--- config.mk ---
export PLATFORM = sky130hd
export DESIGN_NAME = uart_tx_arbiter
export DESIGN_NICKNAME = d
export VERILOG_FILES = /design/src/rtl/uart_tx_arbiter.sv
export SDC_FILE = /design/constraint.sdc
export NUM_CORES = 1
export LEC_CHECK = 0
export BUFFER_PORTS_ARGS = -buffer_cell sky130_fd_sc_hd__buf_2
export CAP_MARGIN = 5
export CORE_MARGIN = 3
export CORE_UTILIZATION = 40
export CTS_BUF_LIST = sky130_fd_sc_hd__clkbuf_4
export DETAILED_ROUTE_END_ITERATION = 12
export HOLD_SLACK_MARGIN = 0.12
export PLACE_DENSITY = 0.73
export SYNTH_ARGS = -nofsm -noshare
export SYNTH_HDL_FRONTEND = slang
export SYNTH_SLANG_ARGS = --single-unit
--- constraint.sdc ---
create_clock -name clk -period 2.6 [get_ports clk]
set_input_delay 0.13 -clock clk [delete_from_list [all_inputs] [get_ports clk]]
set_output_delay 0.13 -clock clk [all_outputs]
set_load 0.1 [all_outputs]
--- src/rtl/uart_tx_arbiter.sv ---
// Round-robin, packet-locked arbiter sharing one uart_tx between NUM_REQ byte sources.
// One axiiv strobe per byte, then wait for tx_done; a watchdog flags a stuck transmitter.
module uart_tx_arbiter #(
  parameter int unsigned NUM_REQ      = 3,
  parameter int unsigned ID_W         = 2,
  parameter int unsigned DONE_TIMEOUT = 2000000
) (
  input  logic                 clk,
  input  logic                 rst,
  input  logic [NUM_REQ-1:0]   req_valid,
  input  logic [8*NUM_REQ-1:0] req_data,
  input  logic [NUM_REQ-1:0]   req_last,
  output logic [NUM_REQ-1:0]   req_ready,
  output logic                 tx_axiiv,
  output logic [7:0]           tx_axiid,
  input  logic                 tx_done,
  output logic                 busy,
  output logic [ID_W-1:0]      grant_id,
  output logic                 timeout_err
);

  localparam int unsigned WD_W = $clog2(DONE_TIMEOUT + 1);

  typedef enum logic [1:0] {IDLE, ISSUE, WAIT_DONE} state_t;

  state_t            state;
  logic [ID_W-1:0]   rr_ptr;
  logic              lock;
  logic [WD_W-1:0]   wd_cnt;

  logic              found;
  logic [ID_W-1:0]   rr_win;
  logic [ID_W-1:0]   cand;
  logic [NUM_REQ-1:0] vshift;
  logic [NUM_REQ-1:0] gshift;
  logic [NUM_REQ-1:0] lshift;
  logic [8*NUM_REQ-1:0] dshift;
  logic [ID_W-1:0]   sel;
  logic              accept;
  logic [7:0]        sel_data;
  logic              sel_last;

  function automatic logic [ID_W-1:0] wrap_inc(input logic [ID_W-1:0] x);
    return (x == ID_W'(NUM_REQ - 1)) ? '0 : x + ID_W'(1);
  endfunction

  // First valid requester scanning upward from rr_ptr with wrap.
  always_comb begin
    found  = 1'b0;
    rr_win = '0;
    cand   = rr_ptr;
    vshift = '0;
    for (int i = 0; i < int'(NUM_REQ); i++) begin
      vshift = req_valid >> cand;
      if (!found && vshift[0]) begin
        found  = 1'b1;
        rr_win = cand;
      end
      cand = wrap_inc(cand);
    end
  end

  // A held lock restricts the handshake to the current owner.
  always_comb begin
    gshift   = req_valid >> grant_id;
    sel      = lock ? grant_id : rr_win;
    accept   = (state == IDLE) && (lock ? gshift[0] : found);
    dshift   = req_data >> {sel, 3'b000};
    lshift   = req_last >> sel;
    sel_data = dshift[7:0];
    sel_last = lshift[0];
    req_ready = accept ? (NUM_REQ'(1) << sel) : '0;
  end

  assign busy = (state != IDLE) || lock;

  always_ff @(posedge clk) begin
    if (!rst) begin
      state       <= IDLE;
      rr_ptr      <= '0;
      lock        <= 1'b0;
      wd_cnt      <= '0;
      tx_axiiv    <= 1'b0;
      tx_axiid    <= '0;
      grant_id    <= '0;
      timeout_err <= 1'b0;
    end else begin
      tx_axiiv <= 1'b0;
      case (state)
        IDLE: begin
          if (accept) begin
            tx_axiid <= sel_data;
            grant_id <= sel;
            lock     <= ~sel_last;
            tx_axiiv <= 1'b1;
            state    <= ISSUE;
          end
        end
        ISSUE: begin
          wd_cnt <= '0;
          state  <= WAIT_DONE;
        end
        WAIT_DONE: begin
          if (tx_done) begin
            state <= IDLE;
            if (!lock) rr_ptr <= wrap_inc(grant_id);
          end else if (wd_cnt == WD_W'(DONE_TIMEOUT - 1)) begin
            // Transmitter never answered: give up on the packet and move on.
            timeout_err <= 1'b1;
            lock        <= 1'b0;
            rr_ptr      <= wrap_inc(grant_id);
            state       <= IDLE;
          end else begin
            wd_cnt <= wd_cnt + WD_W'(1);
          end
        end
        default: state <= IDLE;
      endcase
    end
  end

endmodule

==> run metrics <==
status=finished, final reports clean; drc violations=0; clock buffer depth=2; Post-CTS Setup Repair Bufs=0; syn_nets=301; Starting Density=41.7%; Clock Pin Slew Worst Setup and Hold Paths=0.11 ns; global-route wire length before repair=9.89 mm; Row Count=26; yosys warns=0; r2r startpoint=rr_ptr[0]; utilization after layout=51.5%; Overall Global Routing Usage=19.2%; worst hold path cell count=4; adder-cell share of the synthesized area=0.581%; clock skew=0.00789 ns; FMAX=419 MHz; CP endpoint kind=output port; diodes inserted=0; vias in the first global route=2156; flops & latches, synth=38; vias per cell=5.74; Reg2Reg Capture Point=tx_axiid[1]; Seq/Total Area, Yosys=35.3%; final hold vios=0; Root Buffer=clkbuf_4; Max FO, Critical Path=11; Post-DRT Antenna Nets=0; Post-synth ARST share=0%; worst-margin pin slew=0.551 ns; Avg Inst Size Synth=8.07 µm²; Hold Path Class=in2reg; Worst Path Required=2.47 ns; most frequent cells in the layout=buf_2, dfxtp_1, nand3_1; Finish-stage setup viols=0; peak supply drop=660 µV; htree depth=2; initial antenna violation count=0; TritonRoute pass-1 iters=4; commonest non-fill, non-tap cell in the layout=buf_2; main flop type after synthesis=dfxtp_1; Final Cycle Share=91.7%; Leakage Power=1.06 nW; pin count of the biggest net entering global routing=25; Die Area=6300 µm²; CP Launch Type=register; Worst slew margin=62.7%; area grow syn2layout=23.5%; Yosys top cell area share=35.3%; synth unique cells=58; Final HPWL DP=4.09 mm; post-synthesis mux area share=5.63%; Post-Synth Simple-Gate Area=30.6%; DR vias=2283; clk sink count=38; Die Height=79.4 µm; max cap viols=0; main combinational cell family by area after synthesis=simple AND/OR/NAND/NOR gates; Synth area leader=dfxtp_1; DR WL/cell=14.5 µm; Die Span X=79.4 µm; Worst Path Arrival=2.26 ns; Iteration-0 DRC Markers=144; CTS tree=built; Post-synth EDFFs=0; R2R setup slack=0.22 ns; Total Wirelength=5.78 mm; largest cells by area after synthesis=dfxtp_1, nand3_1, mux2i_1; Top-Level Pins=49; clk_lat worst skew=0.34 ns; Nets=361; fraction of layout cells with a size suffix above 1=20.7%; FF-to-FF path depth=6; mapped cell area=2150 µm²; P per Cell Area=771 nW/µm²; total core area=5170 µm²; Compound-Gate Fraction of Synth Area=22.1%; cts bufs inserted=5; RSZ-0062 raised after global routing=false; fin. max-slew vios=0; final worst path period need=2.39 ns; Worst Hold Launch=req_last[2]; placer congestion estimate=0.836; WS Path Type=reg2out; Setup TNS=0 ns; XOR/XNOR Fraction of Synth Area=0.813%; GRT overflow=0; post-synthesis cell count=267; Port Buffers=48; Worst Hold Endpoint=lock
[critical path, cell delays in order, from the launching register on]
cell and delay, ns:
dfxtp_1 0.54, nand2b_1 0.25, o21ai_1 0.12, nor2_1 0.31, nand2_1 0.17, nor2_4 0.09
buf_2 0.42
[registers in the layout, summed over array words and instances, names as in the netlist]
| signal | count |
|---|---|
| rr_ptr | 2 |
| wd_cnt | 21 |
| lock | 1 |
| tx_axiid | 8 |
| grant_id | 2 |
| timeout_err | 1 |
| tx_axiiv | 1 |
| state | 2 |
[cells by family (layout without fill, tap and decap cells)]
logic type               after synthesis  in the layout
AO/OA/AOI/OAI                         68             68
XOR/XNOR                               2              2
adder cells (fa/ha/maj)                1              1
buffers and inverters                 27             88
flip-flops                            38             38
multiplexers                          12             12
AND/OR/NAND/NOR                      119            119
[how the worst max path moves through the flow]
stage,to,startpoint,slack (ns),cells after the start
final,req_ready[0],lock,0.21,6
after global routing,req_ready[0],lock,0.03,6
after CTS,tx_axiid[4],rr_ptr[1],0.18,6
after detailed placement,wd_cnt[16],wd_cnt[3],0.61,5
after global placement,req_ready[0],lock,0.62,6
after floorplan,req_ready[2],grant_id[0],0.01,4
[cells in the mapped netlist, drive strengths merged (2+ instances only)]
cell	count
o211ai	8
a31o	5
and3	2
nor2b	2
nand2b	8
nand3b	2
a31oi	5
o221ai	7
buf	4
nand2	20
a2111oi	2
and2	4
nor4	7
or4	2
clkbuf	8
a21oi	18
or3	6
nor2	20
nand4	4
mux2i	11
and4	3
inv	15
nand3	28
dfxtp	38
or2	2
o21ai	10
[layer usage]
layer	wire, µm	up-vias	track usage [%]
met5	0	-	0
met4	80	0	6.53
met1	2660	1055	24.9
li1	-	1126	-
met3	460	9	3.84
met2	2580	93	31.9
[where the power goes]
part	switching (mW)	internal, mW
clock	0.192	0.112
combinational	0.783	0.249
sequential	0.0670	0.649
[layout make-up]
cell class,count,area [µm²]
Fill cell,508,2510
Clock inverter,2,8.76
Inverter,15,56.3
Timing Repair Buffer,65,405
Tap cell,70,87.6
Clock buffer,6,45.0
Sequential cell,38,762
Multi-Input combinational cell,202,1300
[timing repair]
action / in CTS / in global routing
hold endpoints to repair: 8 / 0
hold buffers: 15 / 0
resized for setup: 0 / 2
endpoints found under the setup margin: 0 / 3
[metrics by stage]
stage / power (mW) / cells / setup WS, ns / hold slack [ns] / instance area, µm²
CTS: 2.06 / 398 / 0.176 / 0.161 / 2660
floorplan: 1.53 / 267 / 0.0136 / 0.270 / 2160
global route: 2.16 / 398 / 0.0343 / 0.165 / 2660
detailed placement: 1.70 / 375 / 0.613 / 0.358 / 2450
global placement: 1.70 / 375 / 0.620 / 0.353 / 2450
finish: 2.05 / 398 / 0.215 / 0.169 / 2660
Note: power is estimated with default switching activity, not from simulation.
